--- src/rtl/bus_io_controller.sv ---
// bus_io_controller: decodes CPU accesses to RAM, ROM or the on-chip I/O page
// and returns the read data one cycle later. The I/O page holds an output port,
// a synchronized input port, a TX byte FIFO and a one-byte RX holding register.
module bus_io_controller #(
  parameter int unsigned FIFO_DEPTH  = 16,
  parameter logic [7:0]  IO_PAGE     = 8'hD0,
  parameter logic [7:0]  ROM_BASE_HI = 8'hE0
) (
  input  logic        clk_in,
  input  logic        reset,
  input  logic        READ_write,
  input  logic [15:0] address_in,
  input  logic [7:0]  cpu_wdata,
  output logic [7:0]  cpu_rdata,
  output logic        ram_cs,
  output logic        rom_cs,
  input  logic [7:0]  ram_rdata,
  input  logic [7:0]  rom_rdata,
  output logic [7:0]  port_out,
  input  logic [7:0]  port_in,
  output logic [7:0]  tx_data,
  output logic        tx_valid,
  input  logic        tx_ready,
  input  logic [7:0]  rx_data,
  input  logic        rx_strobe
);

  localparam int unsigned PTR_W = $clog2(FIFO_DEPTH);
  localparam int unsigned CNT_W = PTR_W + 1;

  typedef enum logic [3:0] {
    REG_PORT_OUT = 4'h0,
    REG_PORT_IN  = 4'h1,
    REG_TX_DATA  = 4'h2,
    REG_STATUS   = 4'h3,
    REG_RX_DATA  = 4'h4
  } io_reg_e;

  // Decode and edge-detect signals
  logic        io_hit;
  io_reg_e     io_off;
  logic        io_rd;
  logic        io_wr;
  logic        new_access;
  logic [15:0] prev_addr;
  logic        prev_rw;
  logic        prev_valid;

  // TX FIFO
  logic [7:0]       mem [FIFO_DEPTH];
  logic [PTR_W-1:0] wr_ptr;
  logic [PTR_W-1:0] rd_ptr;
  logic [CNT_W-1:0] count;
  logic             fifo_empty;
  logic             fifo_full;
  logic             push_req;
  logic             push_ok;
  logic             pop_tx;
  logic             ovf_set;
  logic             tx_ovf;

  // RX holding register and input synchronizer
  logic [7:0] rx_byte;
  logic       rx_valid;
  logic       rx_ovr;
  logic       rx_pop;
  logic       rx_ovr_set;
  logic       status_wr;
  logic [7:0] sync1;
  logic [7:0] sync2;
  logic [7:0] status;
  logic [7:0] read_mux;

  assign ram_cs = !address_in[15];
  assign rom_cs = (address_in >= {ROM_BASE_HI, 8'h00});
  assign io_hit = (address_in[15:8] == IO_PAGE);
  // Bits [7:4] are deliberately ignored so the 16 registers alias across the page.
  assign io_off = io_reg_e'(address_in[3:0]);
  assign io_rd  = io_hit && !READ_write;
  assign io_wr  = io_hit && READ_write;

  // A new access starts whenever address or direction differs from last cycle.
  assign new_access = !prev_valid || (address_in != prev_addr) || (READ_write != prev_rw);

  assign fifo_empty = (count == '0);
  assign fifo_full  = (count == CNT_W'(FIFO_DEPTH));
  assign pop_tx     = tx_ready && !fifo_empty;
  assign push_req   = io_wr && (io_off == REG_TX_DATA) && new_access;
  assign push_ok    = push_req && (!fifo_full || pop_tx);
  assign ovf_set    = push_req && fifo_full && !pop_tx;
  assign tx_valid   = !fifo_empty;
  assign tx_data    = fifo_empty ? 8'h00 : mem[rd_ptr];

  assign rx_pop     = io_rd && (io_off == REG_RX_DATA) && new_access;
  assign rx_ovr_set = rx_strobe && rx_valid && !rx_pop;
  assign status_wr  = io_wr && (io_off == REG_STATUS);
  assign status     = {rx_valid, 3'b000, rx_ovr, tx_ovf, fifo_full, fifo_empty};

  // Select the read source for the current address.
  always_comb begin
    // NOTE: assigning a default first keeps every path driven, so no latch is inferred.
    read_mux = 8'h00;
    if (ram_cs) begin
      read_mux = ram_rdata;
    end else if (rom_cs) begin
      read_mux = rom_rdata;
    end else if (io_hit) begin
      case (io_off)
        REG_PORT_OUT: read_mux = port_out;
        REG_PORT_IN:  read_mux = sync2;
        REG_STATUS:   read_mux = status;
        REG_RX_DATA:  read_mux = rx_byte;
        default:      read_mux = 8'h00;
      endcase
    end
  end

  // Registered read data, previous-access tracker, output port and synchronizer.
  always_ff @(posedge clk_in or posedge reset) begin
    if (reset) begin
      // NOTE: state updates use non-blocking assignments so all flops sample together.
      cpu_rdata  <= 8'h00;
      prev_addr  <= 16'h0000;
      prev_rw    <= 1'b0;
      prev_valid <= 1'b0;
      port_out   <= 8'h00;
      sync1      <= 8'h00;
      sync2      <= 8'h00;
    end else begin
      if (!READ_write) cpu_rdata <= read_mux;
      prev_addr  <= address_in;
      prev_rw    <= READ_write;
      prev_valid <= 1'b1;
      if (io_wr && (io_off == REG_PORT_OUT)) port_out <= cpu_wdata;
      sync1 <= port_in;
      sync2 <= sync1;
    end
  end

  // FIFO storage: contents are only observable through count, so no reset.
  always_ff @(posedge clk_in) begin
    // NOTE: the storage array is left unreset; empty entries are never read out.
    if (push_ok) mem[wr_ptr] <= cpu_wdata;
  end

  // FIFO pointers, occupancy and the sticky overflow flag.
  always_ff @(posedge clk_in or posedge reset) begin
    if (reset) begin
      wr_ptr <= '0;
      rd_ptr <= '0;
      count  <= '0;
      tx_ovf <= 1'b0;
    end else begin
      if (push_ok) wr_ptr <= wr_ptr + PTR_W'(1);
      if (pop_tx)  rd_ptr <= rd_ptr + PTR_W'(1);
      case ({push_ok, pop_tx})
        2'b10:   count <= count + CNT_W'(1);
        2'b01:   count <= count - CNT_W'(1);
        default: count <= count;
      endcase
      if (ovf_set)                        tx_ovf <= 1'b1;
      else if (status_wr && cpu_wdata[2]) tx_ovf <= 1'b0;
    end
  end

  // RX holding register with valid and sticky overrun flags.
  always_ff @(posedge clk_in or posedge reset) begin
    if (reset) begin
      rx_byte  <= 8'h00;
      rx_valid <= 1'b0;
      rx_ovr   <= 1'b0;
    end else begin
      if (rx_strobe) begin
        rx_byte  <= rx_data;
        rx_valid <= 1'b1;
      end else if (rx_pop) begin
        rx_valid <= 1'b0;
      end
      if (rx_ovr_set)                     rx_ovr <= 1'b1;
      else if (status_wr && cpu_wdata[3]) rx_ovr <= 1'b0;
    end
  end

endmodule

--- config.mk ---
export PLATFORM = sky130hd
export DESIGN_NAME = bus_io_controller
export DESIGN_NICKNAME = d
export VERILOG_FILES = /design/src/rtl/bus_io_controller.sv
export SDC_FILE = /design/constraint.sdc
export NUM_CORES = 1
export LEC_CHECK = 0
export ABC_AREA = 1
export BUFFER_PORTS_ARGS = -buffer_cell sky130_fd_sc_hd__buf_2
export CAP_MARGIN = 20
export CORE_UTILIZATION = 61
export CTS_BUF_LIST = sky130_fd_sc_hd__clkbuf_4 sky130_fd_sc_hd__clkbuf_8
export CTS_CLUSTER_DIAMETER = 50
export CTS_CLUSTER_SIZE = 30
export DETAILED_ROUTE_END_ITERATION = 10
export GPL_TIMING_DRIVEN = 0
export MAX_ROUTING_LAYER = met4
export PLACE_DENSITY_LB_ADDON = 0.25
export SKIP_LAST_GASP = 1
export SYNTH_ARGS = -nofsm -noshare
export SYNTH_HDL_FRONTEND = slang
export SYNTH_SLANG_ARGS = --single-unit
--- constraint.sdc ---
create_clock -name clk_in -period 2.5 [get_ports clk_in]
set_input_delay 0.375 -clock clk_in [delete_from_list [all_inputs] [get_ports clk_in]]
set_output_delay 0.375 -clock clk_in [all_outputs]
set_load 0.02 [all_outputs]
Word level (Yosys, flattened, before mapping)
Memories as Yosys holds them, arrays and structs flattened.
Cells that the tools add are included.
W data, S select, Z words.
- add/sub/neg operators: 4
- equality and inequality tests: 10
- reduce and logical (&&, ||, !) cells: 32
- multiplexer cells: 14
- magnitude comparators: 1
- operators by type and width (operator ; count):
    $mux W8 ; 4
    $pmux W8 S4 ; 1
    $ge A16 B16 Y1 const B ; 1
    $logic_and A1 B1 Y1 ; 16
    $ne A16 B16 Y1 ; 1
    $pmux W5 S2 ; 1
    $add A4 B1 Y4 const B ; 2
    $eq A4 B2 Y1 const B ; 2
    $eq A8 B8 Y1 const B ; 1
    $mux W1 ; 8
    $reduce_bool A2 Y1 ; 4
    $logic_not A1 Y1 ; 7
    $add A5 B1 Y5 const B ; 1
    $eq A5 B5 Y1 const B ; 1
    $logic_not A5 Y1 ; 1
    $sub A5 B1 Y5 const B ; 1
    $eq A4 B1 Y1 const B ; 1
    $eq A4 B3 Y1 const B ; 1
    $logic_not A4 Y1 ; 1
    $logic_or A1 B1 Y1 ; 3
    $eq A2 B1 Y1 const B ; 1
    $eq A2 B2 Y1 const B ; 1
    $ne A1 B1 Y1 ; 1
- output and inout bits: 27
- memory bits (writable): 128
- memories kept: 1
- bits of input ports: 61
- register bits after elaboration: 74
- memories (memory ; words ; bits a word ; rd ports ; clocked after Yosys merged registers in ; wr ports ; RTL line ; RTL):
    mem ; 16 ; 8 ; 1 ; 0 ; 1 ; 50 ; logic [7:0] mem [FIFO_DEPTH];

Longest topological paths before layout
Gate-level depths: netlist of the first run.
- word-level depth: 7
- mapped depth: 20

Least setup slack after synthesis of the first run
Ideal clock, no wire load.
- kind: register to register
- start: reg count[0]
- end: reg count[4]
- library setup time: 0.113 ns
- required time: 2.387 ns
- stages on the path, launching flop included: 18
- path buffers: 0
- arrival time: 2.150 ns
- setup slack: 0.237 ns
- cell sequence: dfrtp_1 > inv_1 > nand4_1 > nor2_4 > inv_2 > nand2_2 > inv_1 > nand2_4 > inv_1 > fa_1 > nand3_1 > nand2_1 > nand4_1 > nand2_1 > nand2_1 > nand2_1 > nand2_1 > inv_1
- longest elaborated chain between the ends: 7
- elaborated cells between the ends (all ways): 13
- classes of those cells: add/sub (2); eq/ne (3); mux (1); reduce/logical (7)
- RTL lines (what ; RTL line ; RTL):
    start: declaration ; 53 ; logic [CNT_W-1:0] count;
    start signal: assignment ; 157 ; 2'b10: count <= count + CNT_W'(1);
    start signal: assignment ; 158 ; 2'b01: count <= count - CNT_W'(1);
    start signal: assignment ; 159 ; default: count <= count;
    $logic_not A5 Y1 * ; 85 ; assign fifo_empty = (count == '0);
    $logic_not A1 Y1 * ; - ;
    net tx_valid ; 22 ; output logic tx_valid,
    $logic_and A1 B1 Y1 * ; 87 ; assign pop_tx = tx_ready && !fifo_empty;
    $logic_or A1 B1 Y1 ; 89 ; assign push_ok = push_req && (!fifo_full || pop_tx);
    $logic_and A1 B1 Y1 ; 89 ;
    $eq A2 B1 Y1 / $eq A2 B2 Y1 (equally long branches) ; 156 ; case ({push_ok, pop_tx})
    $pmux W5 S2 / $reduce_bool A2 Y1 (equally long branches) ; - ;
The timed path passes the listed nets; every way through them passes the cells marked *.
A chain may end at the register's enable or synchronous reset.

Final worst setup path of the first run
- start: reg rd_ptr[1]
- end: out tx_data[5]
- longest elaborated chain between the ends: 2
- RTL lines (what ; RTL line ; RTL):
    start: declaration ; 52 ; logic [PTR_W-1:0] rd_ptr;
    start signal: assignment ; 155 ; if (pop_tx) rd_ptr <= rd_ptr + PTR_W'(1);
    $mem_v2 Z16 W8 ; - ;
    $mux W8 ; 92 ; assign tx_data = fifo_empty ? 8'h00 : mem[rd_ptr];
    end: declaration ; 21 ; output logic [7:0] tx_data,
No other way between the ends.

==> out/metrics.cfg, run 1 <==
[sta]
finalSetupViolations = 13
tightest_slew_ps = 923
fin_skew_ps = 32.1
hold_violations = 0
finalCriticalPeriod_ps = 2690
fmax_mhz = 371
finalCritPeriodShare_pct = 108
relSlewSlack_pct = 38.4
slew_viol_final = 0
whs_ps = 28.3
rsz0062_at_grt = yes
layout_setup_ws_ps = -194

[floorplanning]
coreArea_um2 = 13900
dieArea_um2 = 14700
initial_core_util_pct = 62.6
die_height_um = 121
die_x_um = 121
io_pins = 88
core.rowCount = 43

[final_layout]
nFillCells = 852
multi_input_comb_area_um2 = 2950
layout_commonest_cell = nand2_1
post-route-util_pct = 77.9
area_delta_synth_final_pct = 24.6
final_cell_mix = 147 x nand2_1, 128 x edfxtp_1, 86 x nor2_1
regArea_um2 = 5700
drive_gt1_share_pct = 27.7
nets = 1030
final_cells = 1150
n_antenna_cell = 0

[place]
place.gp.congestion = 0.907
dp_hpwl_um = 14600
dp_slack_ps = -378
numPlacedInstances = 1071
portBuffers = 87

[power_and_ir_drop]
cellPowerDensity_nw_per_um2 = 938
leakagePower_nw = 4.43
vdd.ir_drop.worst_v = 0.000745

[critical_path]
worstPathArrival_ps = 2320
crit_path_end_kind = primary output
critPathMaxFanout = 10
reg2reg_slack_ps = 0
reg2reg_depth = 10
crit_type = reg -> out
required_ps = 2120
critPathLaunchType = flop

[global_route]
antenna_found_initial = 0
grt_pass1_vias = 6668
grt_overflow = 0
grt_use_total_pct = 32.7
grt_first_pass_wirelength_um = 34800
grt_start_max_net_pins = 75

[clocking]
cts_tree = done
cts_buffer_depth = 3
clock_latency_ps = 540
cts_buffers = 16
cts.sinks = 202
path_clk_slew_ps = 150
root_buffer = clkbuf_8
h-tree-depth = 1

[outcome]
violations = setup timing
outcome = finished with violations

[synth]
synth_area_um2 = 8680
syn_avg_cell_area_um2 = 10.8
synthFlopType = edfxtp_1
yosys_warnings = 0
synth_edf_count = 128
ys_seq_area_share_pct = 65.6
yosysUniqueCellTypes = 36
synthCells = 802
synth_nets = 872
synthArstFlopShare_pct = 36.6
synth_seq_cells = 202

[drt]
wl_um = 23700
vias_per_cell = 6.01
ant_nets = 0
wl_per_cell_um = 20.6
drc = 0
num_vias = 6908
drt-pass1-iter-count = 5
drt_first_iter_violations = 820

[hold_path]
min_path_type = in -> async

[job]
maxCapViolations = 0

-- layout make-up --
cell class / instances / share of cell area (%)
Buffer: 27 / 2.32
Clock buffer: 17 / 2.16
Clock inverter: 11 / 1.68
Inverter: 63 / 2.44
Multi-Input combinational cell: 509 / 27.3
Sequential cell: 202 / 52.7
Tap cell: 180 / 2.08
Timing Repair Buffer: 141 / 9.35
-- cells in the mapped netlist, types with 9 or more instances --
| library cell | n | area (µm²) |
|---|---|---|
| clkbuf_1 | 18 | 67.6 |
| edfxtp_1 | 128 | 3840 |
| xor2_1 | 9 | 78.8 |
| nand2_1 | 148 | 556 |
| nand3_1 | 31 | 155 |
| o221ai_1 | 24 | 210 |
| dfrtp_1 | 74 | 1850 |
| nand4_1 | 14 | 87.6 |
| inv_1 | 55 | 206 |
| a21oi_1 | 22 | 110 |
| o21ai_0 | 90 | 450 |
| nor2_1 | 105 | 394 |
-- metrics by stage --
stage | setup TNS (ps) | power, mW | instance area, µm²
floorplan | 0 | 5.63 | 8680
global placement | -64600 | 6.47 | 9340
detailed placement | -27730 | 6.60 | 9360
CTS | -1780 | 9.62 | 10500
global route | -7350 | 10.5 | 10800
finish | -1210 | 10.1 | 10800
-- worst max-delay path, stage by stage, from the launching register on --
cell      delay, ps
dfrtp_2         510
inv_4           130
buf_2           260
o21ai_1         170
o221ai_1        270
nand3_1         150
a21oi_2         140
buf_4           150
-- sequential cells by signal, indices dropped and copies added (netlist names) --
name        count
port_out        8
prev_addr      16
rx_byte         8
tx_ovf          1
mem           128
sync2           8
rd_ptr          4
sync1           8
wr_ptr          4
prev_rw         1
prev_valid      1
cpu_rdata       8
rx_valid        1
rx_ovr          1
count           5
-- per-layer routing --
layer | vias up | track usage [%] | part of all wire (%)
met3 | 71 | 4.51 | 8.3
met5 | - | - | 0
met1 | 3332 | 40.0 | 38
met2 | 411 | 54.0 | 50
met4 | 0 | 15.6 | 3.9
li1 | 3094 | - | -
-- where the power goes --
group	total [mW]	leakage (nW)	switching [mW]	internal (mW)
clock network	2.15	0.205	1.35	0.805
logic	4.20	2.19	2.50	1.69
registers	3.80	2.03	0.116	3.68
total	10.1	4.43	3.97	6.18
-- kinds of logic (layout without fill, tap and decap cells) --
family	Yosys count	after routing	share of synthesized area (%)
AND/OR/NAND/NOR	325	325	16.5
flip-flops	202	202	65.6
AO/OA/AOI/OAI	156	156	10.3
buffers and inverters	91	259	4.22
XOR/XNOR	12	12	1.21
adder cells (fa/ha/maj)	9	9	1.38
multiplexers	6	6	0.778
other	1	1	0.0432
-- path summary, 6_finish.rpt --
kind	startpoint	to
min in group clk_in	address_in[3]	prev_addr[3]$_DFF_PP0_
hold / removal	reset	sync2[6]$_DFF_PP0_
max in group asynchronous	reset	rd_ptr[1]$_DFFE_PP0P_
setup reg to reg	count[3]$_DFFE_PP0P_	mem[5][2]$_DFFE_PP_
setup / recovery	rd_ptr[1]$_DFFE_PP0P_	tx_data[5]
hold reg to reg	sync1[4]$_DFF_PP0_	sync2[4]$_DFF_PP0_
-- what timing repair did --
item	4_1_cts	5_1_grt
gates cloned	4	3
resized for setup	109	76
pin swaps	29	43
buffers inserted	12	14
endpoints found under the setup margin	127	134
hold buffers	22	0
hold endpoints to repair	22	0
Power figures use the tool's default switching activity.
==> run 2, diff against run 1 <==
HOLD_SLACK_MARGIN = 0.1   (was unset)
RECOVER_POWER = 25   (was unset)
==> run 2 against run 1 <==
Compared with the run above:
- critical path type unchanged
- wire length grew 1.2%
- critical path depth is 2 higher
- die area stayed put
- fmax is 0.94% lower
- via count is 1.2% higher
- sequential share of layout area down 0.68 points
- clock power about the same
- worst hold slack improved by 93 ps
- the run still ends with setup timing left
- combinational power about the same
- largest cell class unchanged
- sequential cell count stayed put
- highest routed layer unchanged
- sequential power about the same
==> out/metrics.cfg, run 2 (synthesized netlist as in run 1, its figures left out) <==
[floorplanning]
coreArea_um2 = 13900
initial_core_util_pct = 62.6
core.rowCount = 43
io_pins = 88
die_height_um = 121
dieArea_um2 = 14700
die_x_um = 121

[sta]
relSlewSlack_pct = 35.2
fmax_mhz = 368
layout_setup_ws_ps = -220
finalCriticalPeriod_ps = 2720
slew_viol_final = 0
tns_ps = -1290
finalCritPeriodShare_pct = 109
hold_violations = 0
fin_skew_ps = 38.5
rsz0062_at_grt = yes
tightest_slew_ps = 972
finalSetupViolations = 8

[global_route]
grt_use_total_pct = 33.1
grt_pass1_vias = 6769
antenna_found_initial = 0
grt_start_max_net_pins = 75
grt_overflow = 0
grt_first_pass_wirelength_um = 35200

[clocking]
clock_latency_ps = 550
path_clk_slew_ps = 160
cts_buffer_depth = 3
cts.sinks = 202
h-tree-depth = 1
cts_tree = done
cts_buffers = 16
root_buffer = clkbuf_8

[place]
place.gp.congestion = 0.907
dp_hpwl_um = 14600
portBuffers = 87
placed_area_um2 = 9360
numPlacedInstances = 1071

[final_layout]
final_cell_mix = 147 x nand2_1, 128 x edfxtp_1, 86 x nor2_1
top_register = mem
postLayoutCellArea_um2 = 11000
final_cells = 1165
n_antenna_cell = 0
area_delta_synth_final_pct = 26.2
largest_reg_flops = 128
drive_gt1_share_pct = 26.6
top_regs = mem x128, prev_addr x16
nets = 1045
layout_commonest_cell = nand2_1

[power_and_ir_drop]
pwr-share-comb_pct = 41.4
swShare_pct = 39.2
vdd.ir_drop.worst_v = 0.000754
cellPowerDensity_nw_per_um2 = 929
clockPowerShare_pct = 21.3
leakagePower_nw = 4.47
switchingPower_mw = 3.99
power.internal_mw = 6.20
pwr-share-seq_pct = 37.3

[critical_path]
crit_chain = buf_6, clkinv_8, buf_12, buf_8, o21ai_1, o221ai_1, nand3_1, a21oi_2, buf_4
crit_path_end_kind = primary output
critPathMaxFanout = 5
critPathLaunchType = flop
crit_family = buffers and inverters
crit_type = reg -> out
crit_buf_inv = 5
slowest_delay_ps = 430
required_ps = 2120
worstPathArrival_ps = 2350
slowest_stage = dfrtp_1

[drt]
wl_met1_um = 8890
vias_per_cell = 6.00
num_vias = 6990
wl_met3_um = 1970
drt_first_iter_violations = 709
routed-wl-met2_um = 12100
wl_um = 23900
wl_per_cell_um = 20.6
drt-pass1-iter-count = 5
drc = 0
ant_nets = 0
routed.top_layer = met4

[job]
maxCapViolations = 0

[outcome]
violations = setup timing
outcome = finished with violations

[hold_path]
min_path_type = in -> reg

-- run 2: per-stage QoR --
| step | total power [mW] | utilization (%) | hold WS (ps) | setup slack (ps) |
|---|---|---|---|---|
| 2_1_floorplan | 5.63 | - | 331 | 237 |
| 3_3_place_gp | 6.47 | 67.3 | 333 | -594 |
| 3_5_place_dp | 6.60 | 67.4 | 336 | -378 |
| 4_1_cts | 9.63 | 76.6 | 108 | -165 |
| 5_1_grt | 10.5 | 79.0 | 125 | -241 |
| 6_report | 10.2 | 79.0 | 121 | -220 |
-- run 2: metal layers --
layer  up-vias  global-route usage (%)
met5         -                       -
met4         0                    15.6
met3        75                    4.65
met2       414                    55.1
met1      3379                    40.1
li1       3122                       -
-- run 2: power by group through the flow --
stage	sequential, mW	clock (mW)	combinational [mW]
final	3.80	2.17	4.22
after detailed placement	3.86	0	2.74
after global routing	3.81	2.27	4.41
after global placement	3.85	0	2.62
after CTS	3.78	2.18	3.68
after floorplan	3.85	0	1.78
-- run 2: layout make-up --
type                       count  area (µm²)
inverter                      63         264
sequential                   202        5700
buffer                        27         251
clock buffer                  17         234
clock inverter                11         181
multi-input combinational    509        2950
tap                          180         225
timing repair buffer         156        1150
fill                         842        2920
-- run 2: what timing repair did --
item                       CTS  global route
hold buffers                37             0
hold endpoints to repair   110             0
resized for setup          109            76
pin swaps                   29            43
setup endpoints to repair  127           134
setup buffers               12            14
gates cloned                 4             3
-- run 2: worst paths after layout --
path,startpoint,end,slack [ps],depth (start not counted)
worst max-delay path,rd_ptr[0]$_DFFE_PP0P_,tx_data[5],-220,9
worst min-delay path,ram_rdata[7],cpu_rdata[7]$_DFFE_PP0N_,120,3
worst max register to register,count[3]$_DFFE_PP0P_,mem[5][2]$_DFFE_PP_,10,10
worst min register to register,sync1[2]$_DFF_PP0_,sync2[2]$_DFF_PP0_,370,0
max in group asynchronous,reset,rd_ptr[1]$_DFFE_PP0P_,1320,3
min in group asynchronous,reset,port_out[3]$_DFFE_PP0P_,570,3
-- run 2: worst reg2reg max path, stage by stage (launching register included) --
cell and delay [ps]:
dfrtp_1 440, inv_1 100, nand4_1 180, nor2_4 70, inv_2 60, nand2_2 110
nand2_1 200, clkinv_2 120, nor2_2 210, nand2_1 300, nor2_4 390
